## config.mk

```make
export PLATFORM = sky130hd
export DESIGN_NAME = reg_write_arbiter_flat
export DESIGN_NICKNAME = d
export VERILOG_FILES = /design/src/rtl/reg_write_arbiter_if.sv /design/src/rtl/reg_write_arbiter.sv /design/src/flat_wrapper.sv
export SDC_FILE = /design/constraint.sdc
export NUM_CORES = 1
export LEC_CHECK = 0
export CORE_ASPECT_RATIO = 1.25
export CORE_MARGIN = 4
export CORE_UTILIZATION = 37
export CTS_CLUSTER_DIAMETER = 120
export DETAILED_ROUTE_END_ITERATION = 6
export PLACE_DENSITY_LB_ADDON = 0.25
export SYNTH_ARGS = -nofsm -noshare
export SYNTH_HDL_FRONTEND = slang
export SYNTH_SLANG_ARGS = --single-unit
export TNS_END_PERCENT = 30
```

## constraint.sdc

```tcl
create_clock -name clk_i -period 2 [get_ports clk_i]
set_input_delay 0.2 -clock clk_i [delete_from_list [all_inputs] [get_ports clk_i]]
set_output_delay 0.2 -clock clk_i [all_outputs]
set_load 0.05 [all_outputs]
```

## src/rtl/reg_write_arbiter_if.sv

```systemverilog
// -----------------------------------------------------------------------------
// reg_write_arbiter_if
// Bundle of the two writeback request channels (A = ALU/execute, B = load/mem)
// and the registered register-file write port driven by reg_write_arbiter.
//
// Handshake (both channels): a transfer happens in a cycle where valid && ready.
// The requester holds valid/addr/data stable until it sees ready. Ready is a
// same-cycle combinational answer from the arbiter and is never high without
// valid.
//
// Signals:
//   a_valid_i/a_addr_i/a_data_i, a_ready_o   channel A request / grant
//   b_valid_i/b_addr_i/b_data_i, b_ready_o   channel B request / grant
//   RegWrite_o, w_addr_o, w_data_o           registered register-file write
// Modports: master = requester/register-file side, slave = arbiter.
// -----------------------------------------------------------------------------
interface reg_write_arbiter_if #(
  parameter int DATA_W = 32,
  parameter int ADDR_W = 5
);
  logic              a_valid_i;
  logic [ADDR_W-1:0] a_addr_i;
  logic [DATA_W-1:0] a_data_i;
  logic              a_ready_o;
  logic              b_valid_i;
  logic [ADDR_W-1:0] b_addr_i;
  logic [DATA_W-1:0] b_data_i;
  logic              b_ready_o;
  logic              RegWrite_o;
  logic [ADDR_W-1:0] w_addr_o;
  logic [DATA_W-1:0] w_data_o;

  modport master (
    output a_valid_i, a_addr_i, a_data_i,
    output b_valid_i, b_addr_i, b_data_i,
    input  a_ready_o, b_ready_o,
    input  RegWrite_o, w_addr_o, w_data_o
  );

  modport slave (
    input  a_valid_i, a_addr_i, a_data_i,
    input  b_valid_i, b_addr_i, b_data_i,
    output a_ready_o, b_ready_o,
    output RegWrite_o, w_addr_o, w_data_o
  );
endinterface

```

## src/rtl/reg_write_arbiter.sv

```systemverilog
// -----------------------------------------------------------------------------
// reg_write_arbiter
// Shares the single write port of the 32x32 register file between the ALU
// writeback (A) and the load writeback (B). At most one grant per cycle; the
// winning write is registered so the register file sees stable controls for a
// full cycle. Writes to r0 are granted but never committed. B cannot starve:
// in fixed-priority mode it is force-granted after AGE_LIMIT waiting cycles,
// in round-robin mode ties alternate.
//
// Ports:
//   clk_i, rst_i (async, active-high), stall_i (no grants while high)
//   bus     : reg_write_arbiter_if.slave (request channels + write port)
//   b_age_o : cycles B has been waiting (saturates at 15)
// Optional (macro WR_ARB_FWD_EN): r1/r2 read-port bypass of the committing
//   write: r1_addr_i, r2_addr_i, r1_rf_data_i, r2_rf_data_i, r1_data_o,
//   r2_data_o.
// -----------------------------------------------------------------------------
module reg_write_arbiter #(
  parameter int DATA_W    = 32,
  parameter int ADDR_W    = 5,
  parameter int PRIO_MODE = 0,
  parameter int AGE_LIMIT = 4
) (
  input  logic                clk_i,
  input  logic                rst_i,
  input  logic                stall_i,
  reg_write_arbiter_if.slave  bus,
  output logic [3:0]          b_age_o
`ifdef WR_ARB_FWD_EN
  ,
  input  logic [ADDR_W-1:0]   r1_addr_i,
  input  logic [ADDR_W-1:0]   r2_addr_i,
  input  logic [DATA_W-1:0]   r1_rf_data_i,
  input  logic [DATA_W-1:0]   r2_rf_data_i,
  output logic [DATA_W-1:0]   r1_data_o,
  output logic [DATA_W-1:0]   r2_data_o
`endif
);

  typedef enum logic {
    GNT_A = 1'b0,
    GNT_B = 1'b1
  } grant_e;

  localparam logic [3:0] AGE_LIM = 4'(AGE_LIMIT);

  grant_e            r_last_grant;
  grant_e            w_last_grant_nxt;
  logic [3:0]        r_age;
  logic [3:0]        w_age_nxt;
  logic              w_gnt_a;
  logic              w_gnt_b;
  logic              r_we;
  logic [ADDR_W-1:0] r_addr;
  logic [DATA_W-1:0] r_data;

  // Grant decision. Gated by rst_i so ready drops the moment reset asserts.
  always_comb begin
    w_gnt_a = 1'b0;
    w_gnt_b = 1'b0;
    if (!rst_i && !stall_i) begin
      if (bus.a_valid_i && bus.b_valid_i) begin
        if (PRIO_MODE == 1) begin
          if (r_last_grant == GNT_A) w_gnt_b = 1'b1;
          else                       w_gnt_a = 1'b1;
        end else if (r_age >= AGE_LIM) begin
          w_gnt_b = 1'b1;
        end else begin
          w_gnt_a = 1'b1;
        end
      end else if (bus.a_valid_i) begin
        w_gnt_a = 1'b1;
      end else if (bus.b_valid_i) begin
        w_gnt_b = 1'b1;
      end
    end
  end

  // Arbitration state: last winner and B wait count. Both freeze during stall.
  always_comb begin
    w_last_grant_nxt = r_last_grant;
    w_age_nxt        = r_age;
    if (w_gnt_a) w_last_grant_nxt = GNT_A;
    if (w_gnt_b) w_last_grant_nxt = GNT_B;
    if (!stall_i) begin
      if (bus.b_valid_i && !w_gnt_b) begin
        if (r_age != 4'hF) w_age_nxt = r_age + 4'd1;
      end else begin
        w_age_nxt = 4'd0;
      end
    end
  end

  always_ff @(posedge clk_i or posedge rst_i) begin
    if (rst_i) begin
      r_last_grant <= GNT_B;
      r_age        <= 4'd0;
    end else begin
      r_last_grant <= w_last_grant_nxt;
      r_age        <= w_age_nxt;
    end
  end

  // Registered write port. Address/data hold when nothing is granted; a grant
  // to r0 still loads them but leaves the enable low.
  always_ff @(posedge clk_i or posedge rst_i) begin
    if (rst_i) begin
      r_we   <= 1'b0;
      r_addr <= '0;
      r_data <= '0;
    end else begin
      r_we <= 1'b0;
      if (w_gnt_a) begin
        r_we   <= |bus.a_addr_i;
        r_addr <= bus.a_addr_i;
        r_data <= bus.a_data_i;
      end else if (w_gnt_b) begin
        r_we   <= |bus.b_addr_i;
        r_addr <= bus.b_addr_i;
        r_data <= bus.b_data_i;
      end
    end
  end

  assign bus.a_ready_o  = w_gnt_a;
  assign bus.b_ready_o  = w_gnt_b;
  assign bus.RegWrite_o = r_we;
  assign bus.w_addr_o   = r_addr;
  assign bus.w_data_o   = r_data;
  assign b_age_o        = r_age;

`ifdef WR_ARB_FWD_EN
  // The register file only samples on the falling edge, so reads in the
  // commit cycle see the committing value through this bypass.
  assign r1_data_o = (r_we && (r_addr == r1_addr_i) && (r1_addr_i != '0))
                     ? r_data : r1_rf_data_i;
  assign r2_data_o = (r_we && (r_addr == r2_addr_i) && (r2_addr_i != '0))
                     ? r_data : r2_rf_data_i;
`endif

endmodule

```

## src/flat_wrapper.sv

```systemverilog
// flat-port wrapper written by rule: the top's interface ports become plain ports
module reg_write_arbiter_flat 
#(
  parameter int DATA_W    = 32,
  parameter int ADDR_W    = 5,
  parameter int PRIO_MODE = 0,
  parameter int AGE_LIMIT = 4
)
  (clk_i, rst_i, stall_i, b_age_o, bus_a_valid_i, bus_a_addr_i, bus_a_data_i, bus_b_valid_i, bus_b_addr_i, bus_b_data_i, bus_a_ready_o, bus_b_ready_o, bus_RegWrite_o, bus_w_addr_o, bus_w_data_o);
  reg_write_arbiter_if #(.DATA_W(DATA_W), .ADDR_W(ADDR_W)) bus_i ();
  input  logic clk_i;
  input  logic rst_i;
  input  logic stall_i;
  output logic [3:0] b_age_o;
  input wire logic [$bits(bus_i.a_valid_i)-1:0] bus_a_valid_i;
  input wire logic [$bits(bus_i.a_addr_i)-1:0] bus_a_addr_i;
  input wire logic [$bits(bus_i.a_data_i)-1:0] bus_a_data_i;
  input wire logic [$bits(bus_i.b_valid_i)-1:0] bus_b_valid_i;
  input wire logic [$bits(bus_i.b_addr_i)-1:0] bus_b_addr_i;
  input wire logic [$bits(bus_i.b_data_i)-1:0] bus_b_data_i;
  output wire logic [$bits(bus_i.a_ready_o)-1:0] bus_a_ready_o;
  output wire logic [$bits(bus_i.b_ready_o)-1:0] bus_b_ready_o;
  output wire logic [$bits(bus_i.RegWrite_o)-1:0] bus_RegWrite_o;
  output wire logic [$bits(bus_i.w_addr_o)-1:0] bus_w_addr_o;
  output wire logic [$bits(bus_i.w_data_o)-1:0] bus_w_data_o;
  assign bus_i.a_valid_i = bus_a_valid_i;
  assign bus_i.a_addr_i = bus_a_addr_i;
  assign bus_i.a_data_i = bus_a_data_i;
  assign bus_i.b_valid_i = bus_b_valid_i;
  assign bus_i.b_addr_i = bus_b_addr_i;
  assign bus_i.b_data_i = bus_b_data_i;
  assign bus_a_ready_o = bus_i.a_ready_o;
  assign bus_b_ready_o = bus_i.b_ready_o;
  assign bus_RegWrite_o = bus_i.RegWrite_o;
  assign bus_w_addr_o = bus_i.w_addr_o;
  assign bus_w_data_o = bus_i.w_data_o;
  reg_write_arbiter #(.DATA_W(DATA_W), .ADDR_W(ADDR_W), .PRIO_MODE(PRIO_MODE), .AGE_LIMIT(AGE_LIMIT)) u_core (.clk_i(clk_i), .rst_i(rst_i), .stall_i(stall_i), .bus(bus_i), .b_age_o(b_age_o));
endmodule
```

# Word level (Yosys, flattened, before mapping)
# Index checks and enable logic that the tools add are counted.
# classes
eq_ne	2
addsub	1
order_cmp	1
n_bitwise	1
reduce_logical	10
muxes	17
# op_table
op	count
32-bit 2-to-1 mux	2
1-bit 2-to-1 mux	11
5-bit 2-to-1 mux	2
5-bit OR reduction	2
4-bit 2-to-1 mux	2
4-bit by 1-bit adder with 4-bit output (second input constant)	1
4-bit by 3-bit greater-or-equal comparator with 1-bit output (second input constant)	1
4-bit != test (second input constant)	1
1-bit logical AND	3
1-bit zero test	3
2-bit != test (second input constant)	1
2-bit AND reduction	1
2-bit nonzero test	1
1-bit NOT	1
# totals
ff_bits	42
input_bits	79

# Logic depth before layout (Yosys ltp)
# Gate-level depths: netlist of the first run.
# depth
depth_word	8
depth_mapped	5

# Least setup slack after synthesis of the first run
# OpenSTA, ideal clock, no wires.
# synth_path
kind	register -> output
from	register u_core.r_age[3], in the netlist u_core.b_age_o[3]
to	output port bus_b_ready_o
path_stages_with_launch	4
slack_ns	0.089
arrival_ns	1.711
required_time_ns	1.800
path_cell_list	dfrtp_1 -> nor3b_2 -> buf_2 -> nor2_1
# synth_via
elab_chain_cells	4
# synth_lines
item	line	rtl
start, declared	reg_write_arbiter.sv:49	logic [3:0] r_age;
start signal, assigned	reg_write_arbiter.sv:100	r_age <= w_age_nxt;
4-bit by 3-bit greater-or-equal comparator with 1-bit output	reg_write_arbiter.sv:66	end else if (r_age >= AGE_LIM) begin
1-bit 2-to-1 mux	reg_write_arbiter.sv:66	
1-bit 2-to-1 mux	reg_write_arbiter.sv:62	if (bus.a_valid_i && bus.b_valid_i) begin
1-bit 2-to-1 mux	reg_write_arbiter.sv:61	if (!rst_i && !stall_i) begin
end, declared	flat_wrapper.sv:22	output wire logic [$bits(bus_i.b_ready_o)-1:0] bus_b_ready_o;
# Every way passes these cells.

# Worst setup path after layout of the first run
# layout_path
from	register u_core.r_age[3], in the netlist u_core.b_age_o[3]
to	output port b_age_o[3]
# layout_rtl
item	line	rtl
end, declared	flat_wrapper.sv:14	output logic [3:0] b_age_o;
# No word-level cell between the ends.

==> results.yml, run 1 <==
outcome:
  run_status: "complete, no violations"
setup_path:
  crit_required_ns: 1.80
  critical_path_depth: 1
  critical_path_fanouts_max: 7
  crit-reg2reg-launch: "u_core.b_age_o[3]"
  worst-r2r-cell-count: 5
  slowest_stage: "clkdlybuf4s50_1"
  timing.setup.critical_path_class: "register to output pin"
  worstSetupEndpoint: "b_age_o[3]"
  critical_path.reg2reg.endpoint: "u_core.bus.w_data_o[14]"
  worst_path_largest_cell_delay_ns: 0.86
  path_cells: "clkdlybuf4s50_1"
  crit_path_start_kind: "register"
  crit_path_buffers_inverters: 1
  cp_top_family: "buffers and inverters"
  worst-endpoint-arrival_ns: 1.66
  worst_setup_path_end_kind: "output pin"
  reg2reg_slack_ns: 0.37
  worst_setup_path_startpoint: "u_core.b_age_o[3]"
floorplanning:
  die_width_um: 74.5
  start_util_pct: 37.9
  placementRows: 30
  area_of_the_placeable_core_um2: 5410
  die-area_um2: 6800
  dieHeight_um: 91.2
  ios: 123
sta:
  max_slew_margin_pct: 57.7
  totalNegativeSetupSlack_ns: 0
  finalCritPeriodShare_pct: 92.9
  setup_viol: 0
  timing.final.hold_violations: 0
  fmax_mhz: 538
  skew_ns: 0.00879
  worst_pin_slew_ns: 0.631
  finalWorstPathRequiredPeriod_ns: 1.86
  grt_setup_unrepaired: "no"
  report.final.slew_viol_count: 0
route:
  postRouteWirelength_um: 6710
  wl_per_cell_um: 18.9
  drtIter0Drc: 133
  per_cell_via_count_in_the_routed_design: 5.57
  drt_pre_antenna_iters: 4
  drc_errors: 0
  detail-route-antenna-nets: 0
  vias: 1979
synthesis:
  post_syn_area_um2: 2050
  netlist.area_leader.share_pct: 51.3
  number_of_storage_elements_in_the_synthesis_netlist: 42
  synthDistinctLibCells: 31
  mean_instance_size_in_the_synthesized_netlist_um2: 12.5
  yosysMostFrequentCell: "dfrtp_1"
  post_synth_top_flop: "dfrtp_1"
  number_of_enable_type_register_cells_in_the_synthesized_netlist: 0
  asyncSetResetFlopFracSynth_pct: 100
  synth_top_cell_by_area: "dfrtp_1"
  synth_cells: 164
  seq_area_frac_synth_pct: 51.3
  ys_top_cells_by_area: "dfrtp_1, a221o_1, nor3b_1"
  synth_commonest_cells: "dfrtp_1, a221o_1, nor3b_1"
  syn_nets: 244
  yosysWarningCount: 0
clock_tree:
  tritoncts: "yes"
  clkTransAtPathRegs_ns: 0.09
  post_cts_hold_buffer_count: 0
  clock_latency_ns: 0.30
  cts_root_buffer: "clkbuf_8"
  clkSinkCount: 42
  clockBufferDepth: 2
  postCtsResizedCells: 0
  htree_num_levels: 2
  numCtsBuffers: 5
  cts_setup_buffers: 0
final_layout:
  multiInputGateArea_um2: 920
  antenna_cells: 0
  fillerInstances: 423
  final-instance-count-excl-fill: 355
  final-seq-area_um2: 1050
  layout-drive-gt1-share_pct: 12.4
  layout-area-overhead-vs-synth_pct: 72.8
  finalNetCount: 370
global_routing:
  grt_start_max_net_pins: 27
  vias_in_the_first_global_route: 2077
  initial_antenna_violation_count: 0
  grt_first_pass_wirelength_um: 10400
  grt_usage_pct: 19.8
  grt_remaining_overflow: 0
power_and_ir_drop:
  p_leak_nw: 1.39
  p_seq_share_pct: 34.2
  vdd.ir_drop.worst_uv: 471
  pwr-share-comb_pct: 40.1
  p_sw_share_pct: 36.2
  cellInternalPower_mw: 2.02
  clock_power_share_pct: 25.7
  psw_mw: 1.14
  power.density_nw_per_um2: 892
placement:
  finalWeightedCongestion: 0.776
  post_dp_hpwl_um: 5110
  io_buffers: 122
  numPlacedInstances: 347
hold_path:
  holdCritPathClass: "input port to asynchronous set/reset pin"
flow_run:
  cap_violations: 0
[state kept, by name, indices dropped and copies added, names as in the netlist]
signal                 count
u_core.bus.w_addr_o        5
u_core.bus.RegWrite_o      1
u_core.b_age_o             4
u_core.bus.w_data_o       32
[through the flow]
step | utilization, % | setup WS [ns] | power (mW) | area, µm² | hold WS (ns)
2_1_floorplan | - | 0.0887 | 1.82 | 2050 | 0.346
4_1_cts | 65.5 | 0.130 | 3.18 | 3540 | 0.380
3_5_place_dp | 62.9 | 0.102 | 2.37 | 3400 | 0.495
5_1_grt | 65.5 | 0.0909 | 3.27 | 3540 | 0.424
3_3_place_gp | 62.9 | 0.158 | 2.35 | 3400 | 0.495
6_report | 65.5 | 0.142 | 3.16 | 3540 | 0.366
[layout make-up]
| cell class | count | share of cell area, % |
|---|---|---|
| clock buffers | 5 | 1.94 |
| clock inverters | 3 | 1.94 |
| inverters | 2 | 0.212 |
| multi-input cells | 105 | 26.0 |
| flip-flops and latches | 42 | 29.7 |
| well taps | 64 | 2.26 |
| repair buffers | 134 | 38.0 |
[cells by family after synthesis]
| group | share of synthesized area [%] |
|---|---|
| fa+ha+maj | 0.611 |
| flops | 51.3 |
| simple gates | 20.6 |
| compound gates | 23.2 |
| buf+inv | 4.28 |
[metal layers]
layer / GRT usage, % / part of all wire [%]
met1: 24.7 / 41
met2: 32.5 / 47
met3: 6.20 / 11
met4: 5.64 / 1.2
met5: 0 / 0
[power groups by stage]
stage | sequential (mW) | clock, mW | combinational (mW)
3_3_place_gp | 1.09 | 0 | 1.26
4_1_cts | 1.08 | 0.825 | 1.28
5_1_grt | 1.10 | 0.853 | 1.32
3_5_place_dp | 1.09 | 0 | 1.28
6_report | 1.08 | 0.811 | 1.27
2_1_floorplan | 1.58 | 0 | 0.239
[worst min path at each step]
stage	start	end	slack, ns	cells past startpoint
final	rst_i	u_core.bus.w_data_o[12]	0.37	2
after floorplan	bus_a_data_i[2]	u_core.bus.w_data_o[2]	0.35	1
after CTS	rst_i	u_core.bus.w_addr_o[1]	0.38	2
after detailed placement	u_core.bus.w_data_o[26]	u_core.bus.w_data_o[26]	0.49	1
after global placement	u_core.bus.w_data_o[8]	u_core.bus.w_data_o[8]	0.50	1
after global routing	rst_i	u_core.bus.w_addr_o[2]	0.42	2
[cells in the final DEF (no fill, tap or decap), types with 2 or more instances in the layout]
cell / instances
nor3b_2: 7
dfrtp_1: 42
bufinv_16: 2
nor2_1: 6
buf_12: 3
or4_1: 2
clkdlybuf4s50_1: 120
clkbuf_8: 5
o21ai_0: 2
buf_4: 11
a2bb2oi_1: 2
nor3b_1: 30
nand2_1: 2
a221o_1: 36
(Power assumes the default switching activity.)
==> run 2, diff against run 1 <==
--- a/config.mk
+++ b/config.mk
@@ -11,6 +11,7 @@
 export CTS_CLUSTER_DIAMETER = 120
 export DETAILED_ROUTE_END_ITERATION = 6
 export PLACE_DENSITY_LB_ADDON = 0.25
+export REMOVE_ABC_BUFFERS = 1
 export SYNTH_ARGS = -nofsm -noshare
 export SYNTH_HDL_FRONTEND = slang
 export SYNTH_SLANG_ARGS = --single-unit
==> results.yml, run 2 (synthesized netlist as in run 1, its figures left out) <==
floorplanning:
  die_width_um: 74.5
  start_util_pct: 37.9
  dieHeight_um: 91.2
  die-area_um2: 6800
  placementRows: 30
  area_of_the_placeable_core_um2: 5410
  ios: 123
sta:
  grt_setup_unrepaired: "no"
  max_slew_margin_pct: 62.6
  finalCritPeriodShare_pct: 92.9
  skew_ns: 0.00613
  totalNegativeSetupSlack_ns: 0
  hold-worst-slack_ns: 0.362
  finalWorstPathRequiredPeriod_ns: 1.86
  fmax_mhz: 538
  worst_pin_slew_ns: 0.558
  timing.final.hold_violations: 0
  setup_viol: 0
  report.final.slew_viol_count: 0
route:
  drtIter0Drc: 101
  wl_per_cell_um: 19.0
  drc_errors: 0
  per_cell_via_count_in_the_routed_design: 5.57
  vias: 1988
  detail-route-antenna-nets: 0
  postRouteWirelength_um: 6770
  drt_pre_antenna_iters: 4
setup_path:
  crit_required_ns: 1.80
  worst_path_largest_cell_delay_ns: 0.86
  timing.setup.critical_path_class: "register to output pin"
  worst-endpoint-arrival_ns: 1.66
  path_cells: "clkdlybuf4s50_1"
  worst_setup_path_end_kind: "output pin"
  cp_top_family: "buffers and inverters"
  critical_path_fanouts_max: 7
  crit_path_buffers_inverters: 1
  slowest_stage: "clkdlybuf4s50_1"
  crit_path_start_kind: "register"
clock_tree:
  clock_latency_ns: 0.29
  postCtsResizedCells: 0
  numCtsBuffers: 5
  tritoncts: "yes"
  cts_setup_buffers: 0
  cts_root_buffer: "clkbuf_8"
  htree_num_levels: 2
  clkTransAtPathRegs_ns: 0.08
  post_cts_hold_buffer_count: 0
  clockBufferDepth: 2
  clkSinkCount: 42
final_layout:
  fillerInstances: 449
  layout.cells.most_common: "clkdlybuf4s50_1"
  final_design_area_no_fill_um2: 3580
  layout-drive-gt1-share_pct: 13.0
  layout.cells.most_common_list: "clkdlybuf4s50_1, dfrtp_1, a221o_1, nor3b_1, buf_4"
  largest_register_ff_count: 32
  finalNetCount: 372
  antenna_cells: 0
  layout-area-overhead-vs-synth_pct: 75.0
outcome:
  run_status: "complete, no violations"
global_routing:
  grt_first_pass_wirelength_um: 10600
  grt_start_max_net_pins: 42
  initial_antenna_violation_count: 0
  grt_remaining_overflow: 0
  vias_in_the_first_global_route: 2096
  grt_usage_pct: 20.2
power_and_ir_drop:
  power.density_nw_per_um2: 888
  p_leak_nw: 1.42
  vdd.ir_drop.worst_uv: 458
flow_run:
  cap_violations: 0
placement:
  io_buffers: 122
  placed_instance_area_um2: 3440
  post_dp_hpwl_um: 5010
  finalWeightedCongestion: 0.783
hold_path:
  holdCritPathClass: "input port to asynchronous set/reset pin"
==> run 2: per-layer routing <==
layer	GRT usage, %	wire length (µm)
met5	0	0
met4	5.64	93
met3	3.10	375
met2	35.9	3660
met1	24.5	2640
==> run 2: worst paths after layout <==
kind,start,cells past startpoint,slack [ns],to
min,rst_i,3,0.36,u_core.bus.w_data_o[9]
max reg2reg,u_core.b_age_o[3],5,0.37,u_core.bus.w_data_o[10]
min in group clk_i,u_core.bus.w_data_o[29],1,0.52,u_core.bus.w_data_o[29]
max in group asynchronous,rst_i,4,1.15,u_core.bus.w_data_o[31]
max,u_core.b_age_o[2],1,0.14,b_age_o[2]
min reg2reg,u_core.bus.w_data_o[29],1,0.52,u_core.bus.w_data_o[29]
==> run 2: layout make-up <==
class                   instances  area, µm²  area share (%)
repair buffers                136       1380            38.6
flip-flops and latches         42       1050            29.3
multi-input cells             105        920            25.7
clock buffers                   6       82.6            2.30
well taps                      64       80.1            2.23
clock inverters                 2       60.1            1.68
inverters                       2       7.51           0.209
==> run 2: power by group <==
group / leakage (nW) / switching, mW / internal (mW) / total, mW
sequential: 0.527 / 0.0885 / 0.988 / 1.08
combinational: 0.817 / 0.738 / 0.534 / 1.27
clock: 0.0714 / 0.300 / 0.533 / 0.833
==> run 2: through the flow <==
step / util, % / instances / worst slack (ns) / power [mW]
6_report: 66.3 / 357 / 0.142 / 3.18
4_1_cts: 66.3 / 357 / 0.138 / 3.20
2_1_floorplan: - / 149 / -0.964 / 1.80
3_3_place_gp: 63.7 / 349 / 0.166 / 2.36
5_1_grt: 66.3 / 357 / 0.0827 / 3.30
3_5_place_dp: 63.7 / 349 / 0.120 / 2.37
==> run 3, diff against run 2 <==
--- a/config.mk
+++ b/config.mk
@@ -11,7 +11,6 @@
 export CTS_CLUSTER_DIAMETER = 120
 export DETAILED_ROUTE_END_ITERATION = 6
 export PLACE_DENSITY_LB_ADDON = 0.25
-export REMOVE_ABC_BUFFERS = 1
 export SYNTH_ARGS = -nofsm -noshare
 export SYNTH_HDL_FRONTEND = slang
 export SYNTH_SLANG_ARGS = --single-unit
==> results of run 3 <==
The final DEF is identical to that of run 1; final timing and power are the same.
